File: src/rtl/ifid_pkg.sv
// Shared definitions for the instruction-fetch stage and IF/ID register:
// fetch FSM encodings, PC increment, default NOP word and the MIPS rs/rt
// field positions that the hazard detector also relies on.
package ifid_pkg;

  typedef enum logic [1:0] {
    ST_BOOT = 2'd0,
    ST_RUN  = 2'd1,
    ST_HALT = 2'd2
  } ifid_state_e;

  localparam logic [31:0] PC_INC   = 32'd4;
  localparam logic [31:0] NOP_WORD = 32'h0000_0000;

  localparam int RS_MSB = 25;
  localparam int RS_LSB = 21;
  localparam int RT_MSB = 20;
  localparam int RT_LSB = 16;

  // Extract the rs source-register field of a MIPS instruction.
  function automatic logic [4:0] instr_rs(input logic [31:0] instr);
    return instr[RS_MSB:RS_LSB];
  endfunction

  // Extract the rt source/target-register field of a MIPS instruction.
  function automatic logic [4:0] instr_rt(input logic [31:0] instr);
    return instr[RT_MSB:RT_LSB];
  endfunction

endpackage

File: src/rtl/ifid_perf_cnt.sv
// Saturating event counter used for the fetch-stage performance counters.
// Counts one per cycle with inc high and sticks at all-ones.
module ifid_perf_cnt #(
  parameter int W = 32
) (
  input  logic         clk,
  input  logic         rst,
  input  logic         inc,
  output logic [W-1:0] count
);

  logic [W-1:0] count_q;
  logic [W-1:0] count_d;

  // Next count: increment on event unless already saturated.
  always_comb begin
    count_d = count_q;
    if (inc && (count_q != {W{1'b1}})) begin
      count_d = count_q + {{(W-1){1'b0}}, 1'b1};
    end else begin
      count_d = count_q;
    end
  end

  // Counter register, cleared by reset.
  always_ff @(posedge clk or posedge rst) begin
    if (rst) begin
      count_q <= {W{1'b0}};
    end else begin
      count_q <= count_d;
    end
  end

  assign count = count_q;

endmodule

File: src/rtl/ifid_fetch_stage.sv
// MIPS instruction-fetch stage with the IF/ID pipeline register.
// Generates the instruction-memory address, captures the returned word and
// applies stall (load-use), flush (EX redirect) and halt control.
// Optional feature macro: IFID_PERF_CNT_EN enables the stall/flush counters;
// when undefined both counter ports are tied to zero.
module ifid_fetch_stage
  import ifid_pkg::*;
#(
  parameter logic [31:0] RESET_PC  = 32'h0000_0000,
  parameter logic [31:0] NOP_INSTR = NOP_WORD,
  parameter int          CNT_W     = 32
) (
  input  logic             clk,
  input  logic             rst,
  input  logic             load_use_en,
  input  logic             redirect_en,
  input  logic [31:0]      redirect_pc,
  input  logic             halt_req,
  output logic [31:0]      imem_addr,
  input  logic [31:0]      imem_rdata,
  output logic [31:0]      ifid_instr,
  output logic [31:0]      ifid_pc4,
  output logic             ifid_valid,
  output logic [4:0]       ifid_rs,
  output logic [4:0]       ifid_rt,
  output logic             idex_bubble,
  output logic [CNT_W-1:0] stall_cnt,
  output logic [CNT_W-1:0] flush_cnt
);

  ifid_state_e state_q, state_d;
  logic [31:0] fetch_pc_q, fetch_pc_d;
  logic        fetch_valid_q, fetch_valid_d;
  logic [31:0] ifid_instr_q, ifid_instr_d;
  logic [31:0] ifid_pc4_q, ifid_pc4_d;
  logic        ifid_valid_q, ifid_valid_d;

  logic        stall;
  logic        freeze;
  logic [31:0] fetch_pc_inc;

  // Pipeline control decode and the instruction-memory address mux.
  // A redirect always overrides a stall because the branch is older.
  always_comb begin
    stall        = load_use_en & ifid_valid_q & (state_q == ST_RUN) & ~redirect_en;
    freeze       = stall | (state_q == ST_HALT) | (state_q == ST_BOOT);
    fetch_pc_inc = fetch_pc_q + PC_INC;
    idex_bubble  = stall | (state_q == ST_HALT) | redirect_en;
    if (rst) begin
      imem_addr = RESET_PC;
    end else if (redirect_en) begin
      imem_addr = redirect_pc;
    end else if (freeze) begin
      // Re-present the same address so the memory replays the held word.
      imem_addr = fetch_pc_q;
    end else begin
      imem_addr = fetch_pc_inc;
    end
    fetch_pc_d = imem_addr;
  end

  // IF/ID next-state: flush on redirect, hold on freeze, else capture.
  always_comb begin
    ifid_instr_d = ifid_instr_q;
    ifid_pc4_d   = ifid_pc4_q;
    ifid_valid_d = ifid_valid_q;
    if (redirect_en) begin
      ifid_instr_d = NOP_INSTR;
      ifid_valid_d = 1'b0;
    end else if (freeze) begin
      ifid_instr_d = ifid_instr_q;
    end else begin
      ifid_instr_d = imem_rdata;
      ifid_pc4_d   = fetch_pc_inc;
      ifid_valid_d = fetch_valid_q;
    end
  end

  // Fetch FSM next-state: one BOOT cycle, then RUN/HALT under halt_req.
  always_comb begin
    state_d       = state_q;
    fetch_valid_d = fetch_valid_q;
    case (state_q)
      ST_BOOT: begin
        state_d       = ST_RUN;
        fetch_valid_d = 1'b1;
      end
      ST_RUN: begin
        if (halt_req && !redirect_en) begin
          state_d = ST_HALT;
        end else begin
          state_d = ST_RUN;
        end
      end
      ST_HALT: begin
        if (!halt_req) begin
          state_d = ST_RUN;
        end else begin
          state_d = ST_HALT;
        end
      end
      default: begin
        state_d       = ST_BOOT;
        fetch_valid_d = 1'b0;
      end
    endcase
  end

  // Fetch PC, FSM and IF/ID registers with asynchronous reset.
  always_ff @(posedge clk or posedge rst) begin
    if (rst) begin
      state_q       <= ST_BOOT;
      fetch_pc_q    <= RESET_PC;
      fetch_valid_q <= 1'b0;
      ifid_instr_q  <= NOP_INSTR;
      ifid_pc4_q    <= 32'h0000_0000;
      ifid_valid_q  <= 1'b0;
    end else begin
      state_q       <= state_d;
      fetch_pc_q    <= fetch_pc_d;
      fetch_valid_q <= fetch_valid_d;
      ifid_instr_q  <= ifid_instr_d;
      ifid_pc4_q    <= ifid_pc4_d;
      ifid_valid_q  <= ifid_valid_d;
    end
  end

  assign ifid_instr = ifid_instr_q;
  assign ifid_pc4   = ifid_pc4_q;
  assign ifid_valid = ifid_valid_q;
  assign ifid_rs    = instr_rs(ifid_instr_q);
  assign ifid_rt    = instr_rt(ifid_instr_q);

`ifdef IFID_PERF_CNT_EN
  ifid_perf_cnt #(.W(CNT_W)) u_stall_cnt (
    .clk   (clk),
    .rst   (rst),
    .inc   (stall),
    .count (stall_cnt)
  );

  ifid_perf_cnt #(.W(CNT_W)) u_flush_cnt (
    .clk   (clk),
    .rst   (rst),
    .inc   (redirect_en),
    .count (flush_cnt)
  );
`else
  assign stall_cnt = {CNT_W{1'b0}};
  assign flush_cnt = {CNT_W{1'b0}};
`endif

endmodule
File: config.mk
export PLATFORM = sky130hd
export DESIGN_NAME = ifid_fetch_stage
export DESIGN_NICKNAME = d
export VERILOG_FILES = /design/src/rtl/ifid_pkg.sv /design/src/rtl/ifid_perf_cnt.sv /design/src/rtl/ifid_fetch_stage.sv
export SDC_FILE = /design/constraint.sdc
export NUM_CORES = 1
export LEC_CHECK = 0
export ABC_AREA = 0
export CAP_MARGIN = 20
export CORE_MARGIN = 2
export CORE_UTILIZATION = 41
export DETAILED_ROUTE_END_ITERATION = 16
export GPL_ROUTABILITY_DRIVEN = 0
export PLACE_DENSITY = 0.79
export SETUP_SLACK_MARGIN = 0.2
export SLEW_MARGIN = 20
export SYNTH_ARGS = -nofsm -noshare
export SYNTH_HDL_FRONTEND = slang
export SYNTH_SLANG_ARGS = --single-unit
File: constraint.sdc
create_clock -name clk -period 8.1 [get_ports clk]
set_clock_uncertainty 0.05 [all_clocks]
set_input_delay 0.81 -clock clk [delete_from_list [all_inputs] [get_ports clk]]
set_output_delay 0.81 -clock clk [all_outputs]
set_load 0.02 [all_outputs]
* Yosys cells after proc, flatten, opt, wreduce, memory -nomap -nowiden
Index checks and enable logic that the tools add are counted.
Operators by class: reductions and logical operators 5, muxes and demuxes 11, add/subtract/negate cells 1, eq/ne operators 3, bitwise operators 8
Operators by type and width (number):
- $mux W32 | 5
- $add A32 B3 Y32 const B | 1
- $pmux W2 S3 | 1
- $mux W2 | 2
- $and A1 B1 Y1 | 3
- $or A1 B1 Y1 | 3
- $eq A2 B1 Y1 const B | 1
- $eq A2 B2 Y1 const B | 1
- $logic_not A2 Y1 | 1
- $mux W1 | 2
- $ne A2 B2 Y1 const B | 1
- $not A1 Y1 | 2
- $pmux W1 S2 | 1
- $reduce_and A2 Y1 | 1
- $reduce_or A2 Y1 | 1
- $logic_and A1 B1 Y1 | 1
- $logic_not A1 Y1 | 1
Word-level totals: bits in registers 100, bits of input ports 69, output and inout port bits 172

* Logic depth before layout (Yosys ltp)
Gate-level depths: netlist (run 1).
depth after elaboration 8, gate-level depth with buffers 9, depth with buffers taken out 7

* Worst setup path before layout (run 1)
No wires, ideal clock.
path kind in2out, start input rst, end output imem_addr[29], required time 7.240 ns, setup slack 3.172 ns, cell stages on the path 3, arrival 4.068 ns, cells stage by stage inv_1 > nand2_1 > o22ai_1
On the way: longest elaborated chain between the ends 1
Ends and longest elaborated chain:
- start, declared | RTL line ifid_fetch_stage.sv:14 | input logic rst,
- $mux W32 | RTL line ifid_fetch_stage.sv:49 | if (rst) begin
- end, declared | RTL line ifid_fetch_stage.sv:19 | output logic [31:0] imem_addr,
Every way passes these cells.

* Final worst setup path (run 1)
start input redirect_en, end output imem_addr[21]
On the way: longest elaborated chain between the ends 7
Ends and longest elaborated chain:
- start, declared | RTL line ifid_fetch_stage.sv:16 | input logic redirect_en,
- $not A1 Y1 (no source line)
- $and A1 B1 Y1 | RTL line ifid_fetch_stage.sv:45 | stall = load_use_en & ifid_valid_q & (state_q == ST_RUN) & ~redirect_en;
- $or A1 B1 Y1 (2 in a row) | RTL line ifid_fetch_stage.sv:46 | freeze = stall | (state_q == ST_HALT) | (state_q == ST_BOOT);
- $mux W32 | RTL line ifid_fetch_stage.sv:53 | end else if (freeze) begin
- $mux W32 (*) | RTL line ifid_fetch_stage.sv:51 | end else if (redirect_en) begin
- $mux W32 (*) | RTL line ifid_fetch_stage.sv:49
Every way passes the cells marked *; elsewhere a longest branch is shown, timed or not.

==> qor.yml, run 1 <==
status: "complete, no violations"
vias: 4623
post_drt_via_cell_ratio: 4.86
crit_arrival_ps: 4060
synth_top_cell_area_share_pct: 46.0
synth_cell_type_count: 38
grt_pass1_wl_um: 23300
wl_per_cell_um: 15.8
post_cts_buffers: 0
min_path_type: "reg2reg"
ios: 241
antenna_cells: 0
finalNonFillerCells: 952
critPathRequiredTime_ps: 7240
cts_made_buffers: 9
worstSetupEndpointType: "primary output"
gr-usage-all-layers_pct: 21.1
cp_num_cells: 9
cp_max_fo: 56
die_y_um: 119
n_fill_cell: 1170
wl_um: 15100
reg2reg_depth: 8
cts-resized-gates: 0
multi_input_area_sq_mm: 0.00245
netlist_instances: 623
clockRootBuffer: "clkbuf_16"
rsz0062_at_grt: "no"
fin_hold_ws_ps: 427
seq_area_frac_synth_pct: 46.0
crit_family: "buffers and inverters"
clk_latency_ps: 350
criticalPathCategory: "in2out"
vdd_drop_max_uv: 180
first_global_vias: 4250
rows: 42
setup_violations: 0
worstMarginPinSlew_ps: 777
ff_latch_area_sq_mm: 0.00250
top_usage_layer: "met2"
slowest_delay_ps: 660
first_pass_iters: 4
place_inst: 936
syn_to_final_growth_pct: 35.5
core-area_sq_mm: 0.0131
clk_pin_slew_ps: 60
dieWidth_um: 119
start_kind: "primary input"
use_met2_pct: 33.5
grt_use_met1_pct: 28.4
initial_core_util_pct: 41.5
fin_crit_ps: 4920
hpwl_um: 10600
synth_largest_area_cell: "dfrtp_1"
final_antenna_net_count: 0
nNetsFinal: 845
p_per_area_mw_per_mm2: 293
period_share_pct: 60.7
final_common_cell: "clkdlybuf4s50_1"
grt_max_degree: 60
clk_path_buf_depth: 2
mostFrequentLayoutCells: "175 x clkdlybuf4s50_1, 137 x nand2_1, 100 x dfrtp_1"
reg2reg_setup_slack_ps: 5230
holdBufCountCts: 0
port_buffers: 176
min_delay_path_depth: 2
cpMaxStageDelayCell: "and2_1"
synth_area_per_cell_sq_um: 8.72
cp_cell_sequence: "buf_2 > buf_4 > nand4b_1 > and2_1 > buf_4 > nand4_1 > xor2_1 > a211oi_1 > clkdlybuf4s50_1"
drive_above_1_share_pct: 4.12
netlist_top_cells_area: "dfrtp_1 46%, buf_4 10%, nand2_1 9.6%"
antenna_found_initial: 0
hold_viol: 0
clock-sinks: 100
cts_tree: "built"
fmax_mhz: 203
p_leak_nw: 3.14
crit_path_frequent_cell: "buf_4"
grtUsageMet3_pct: 3.88
max_slew_margin_pct: 48.2
grt-ovfl-total: 0
cp.buffers_inverters: 4
finalMaxSlewViolations: 0
setup_tns_ps: 0
ys_ff_latch: 100
maxCapViolations: 0
dieArea_sq_mm: 0.0142
yosys_warnings: 0
htreeDepth: 3
netlist_area_sq_mm: 0.00544
drc: 0
drt_first_iter_violations: 293
[worst paths after layout]
check / start / end
hold / removal: ifid_pc4[21] / ifid_pc4[21]
min in group asynchronous: rst / ifid_pc4[28]
setup reg to reg: state_q[0] / fetch_pc_q[21]
max in group asynchronous: rst / ifid_pc4[13]
hold reg to reg: ifid_pc4[21] / ifid_pc4[21]
setup / recovery: redirect_en / imem_addr[21]
[logic make-up after synthesis]
family	count (synthesis)	synth area share (%)
fa+ha+maj	5	1.15
mux	6	1.13
compound gates	107	11.0
flops	100	46.0
simple gates	250	21.1
buf+inv	115	13.2
xor+xnor	39	6.28
other cells	1	0.0690
[synth_stat cells (all sizes together)]
| cell | n |
|---|---|
| nand2 | 140 |
| dfrtp | 100 |
| buf | 85 |
| a21oi | 41 |
| nor2 | 33 |
| o21ai | 32 |
| clkbuf | 24 |
| xnor2 | 20 |
| xor2 | 19 |
| nand3 | 18 |
| nand4 | 15 |
| and2 | 14 |
| a211oi | 11 |
| a31oi | 11 |
| nor3 | 11 |
| o22ai | 8 |
| and3 | 6 |
| ha | 5 |
| inv | 5 |
| mux2i | 5 |
| nor4 | 5 |
| and4 | 4 |
| a21o | 2 |
| a311oi | 1 |
| clkinv | 1 |
| conb | 1 |
| mux2 | 1 |
| nand4b | 1 |
| nor3b | 1 |
| o211ai | 1 |
| or2 | 1 |
| or4 | 1 |
[cell type report]
class,instances,area share [%]
clock inverter,4,1.29
inverter,6,0.340
multi-input combinational,471,33.3
sequential,100,34.0
tap,176,2.99
clock buffer,12,3.48
timing repair buffer,183,24.6
[report_power, final]
| part | switching [W] | internal, W |
|---|---|---|
| Combinational | 0.000549 | 0.000379 |
| Sequential | 0.0000919 | 0.000632 |
| Clock | 0.000190 | 0.000319 |
| Total | 0.000831 | 0.00133 |
[metal layers]
metal  vias to the layer above  share of wire [%]
li1                       2254                  -
met1                      2178                 43
met2                       171                 49
met3                        20                6.0
met4                         0                2.3
met5                         -                  0
[metrics by stage]
step                setup slack [ps]  utilization (%)  cell area (sq um)  total power (W)
finish                          3180             56.3               7360          0.00216
global route                    2950             56.3               7360          0.00227
CTS                             3170             56.3               7360          0.00218
detailed placement              3180             53.6               7010          0.00167
global placement                3230             53.6               7010          0.00165
floorplan                       3170                -               5670          0.00128
[worst min-delay path: stages (launching register included)]
cell	delay, ps
dfrtp_1	340
nand2_1	40
o21ai_0	60
[state kept, by name, indices dropped and copies added (netlist names)]
register,cells
fetch_pc_q,32
fetch_valid_q,1
ifid_instr,32
ifid_pc4,32
ifid_valid,1
state_q,2
Power figures use the tool's default switching activity.
==> run 2, diff against run 1 <==
clock period = 5 ns   (was 8.1 ns; I/O delays follow)
==> run 2 against run 1 <==
Net effect:
- global-route usage increased by 0.74 points
- first-iteration DRC count rose by 28%
- clock-buffer cell count down 2
- design area rose by 0.41%
- power increased by 65%
- flip-flop and latch count unchanged
- clock power rose by 71%
- sequential power rose by 63%
- via count increased by 2.0%
- critical path type is now reg2out
- largest power group unchanged
==> qor.yml, run 2 (synthesis gave the netlist of run 1 again) <==
fin_crit_ps: 3950
first_pass_iters: 5
initial_core_util_pct: 41.5
final_area_sq_mm: 0.00739
use_met2_pct: 35.3
cp_max_fo: 36
setup_ws_ps: 1050
first_global_vias: 4508
critPathRequiredTime_ps: 4450
reg2reg_depth: 6
grt_pass1_wl_um: 24400
holdBufCountCts: 0
antenna_cells: 0
clockRootBuffer: "clkbuf_16"
max_slew_margin_pct: 39.4
period_share_pct: 79.1
clk_pin_slew_ps: 70
min_path_type: "reg2reg"
hold_viol: 0
clk_latency_ps: 350
mostFrequentLayoutCells: "175 x clkdlybuf4s50_1, 137 x nand2_1, 100 x dfrtp_1"
p_leak_nw: 3.14
ios: 241
criticalPathCategory: "reg2out"
drive_above_1_share_pct: 4.38
post_drt_via_cell_ratio: 4.95
worstReg2RegEnd: "fetch_pc_q[23]"
start_kind: "flip-flop"
setup_tns_ps: 0
rsz0062_at_grt: "no"
min_delay_path_depth: 2
core-area_sq_mm: 0.0131
reg2reg_setup_slack_ps: 2460
finalMaxSlewViolations: 0
setup_violations: 0
final_common_cell: "clkdlybuf4s50_1"
timing.rr.start: "state_q[0]"
port_buffers: 176
maxCapViolations: 0
dieArea_sq_mm: 0.0142
wl_um: 15300
crit_arrival_ps: 3400
drc: 0
drt_first_iter_violations: 374
syn_to_final_growth_pct: 36.0
dieWidth_um: 119
antenna_found_initial: 0
wl_per_cell_um: 16.1
worstSetupEndpointType: "primary output"
vdd_drop_max_uv: 184
worstMarginPinSlew_ps: 909
hold_end: "ifid_pc4[26]"
nNetsFinal: 846
grtUsageMet3_pct: 4.93
clk_path_buf_depth: 2
place_inst: 937
status: "complete, no violations"
grt_use_met1_pct: 28.8
preCtsSetupSlack_ps: 1150
cts_made_buffers: 9
fmax_mhz: 253
cts-resized-gates: 0
gr-usage-all-layers_pct: 21.9
grt-ovfl-total: 0
finalNonFillerCells: 953
power.total_w: 0.00356
final_antenna_net_count: 0
die_y_um: 119
placed_area_sq_mm: 0.00702
cts_tree: "built"
hpwl_um: 11100
vias: 4715
p_per_area_mw_per_mm2: 481
htreeDepth: 3
holdCritStartpoint: "ifid_pc4[26]"
post_cts_buffers: 0
top_usage_layer: "met2"
rows: 42
clock-sinks: 100
grt_max_degree: 73
## run 2: cell types whose count changed in the layout (fill, tap and decap cells not counted)
cell        delta
buf_4          +1
bufinv_16      +1
clkinv_2       -1
clkbuf_1       -1
clkbuf_8       -1
clkinvlp_4     +2
## run 2: worst max-delay path by stage
stage	start	to
after global placement	redirect_en	imem_addr[31]
final	state_q[0]	imem_addr[23]
after CTS	state_q[0]	imem_addr[23]
after global routing	state_q[0]	imem_addr[23]
after floorplan	rst	imem_addr[29]
after detailed placement	redirect_en	imem_addr[22]
## run 2: critical path, stage by stage, from the launching register on
cell             delay, ps
dfrtp_1                390
inv_1                   80
ha_1                   250
nor3_1                 320
nand2_2                460
or4_1                  640
a31oi_1                240
clkdlybuf4s50_1        660
## run 2: layout make-up
| type | instances | area (sq um) |
|---|---|---|
| fill | 1193 | 5690 |
| clock buffer | 10 | 239 |
| multi-input combinational | 471 | 2450 |
| inverter | 6 | 25.0 |
| clock inverter | 6 | 135 |
| sequential | 100 | 2500 |
| timing repair buffer | 184 | 1820 |
| tap | 176 | 220 |
## run 2: per-stage QoR
stage          utilization, %  hold slack, ps
3_5_place_dp             53.6             416
4_1_cts                  56.5             433
2_1_floorplan               -             388
5_1_grt                  56.5             465
3_3_place_gp             53.6             402
6_report                 56.5             426
## run 2: routing by layer
metal  vias up  part of all wire [%]
met4         0                   2.6
li1       2243                     -
met3        30                   6.7
met2       190                    48
met1      2252                    43
met5         -                     0
## run 2: where the power goes
part	total [W]	internal (W)	switching [W]
Sequential	0.00118	0.00102	0.000154
Clock	0.000869	0.000553	0.000316
Combinational	0.00151	0.000613	0.000898
Total	0.00356	0.00219	0.00137
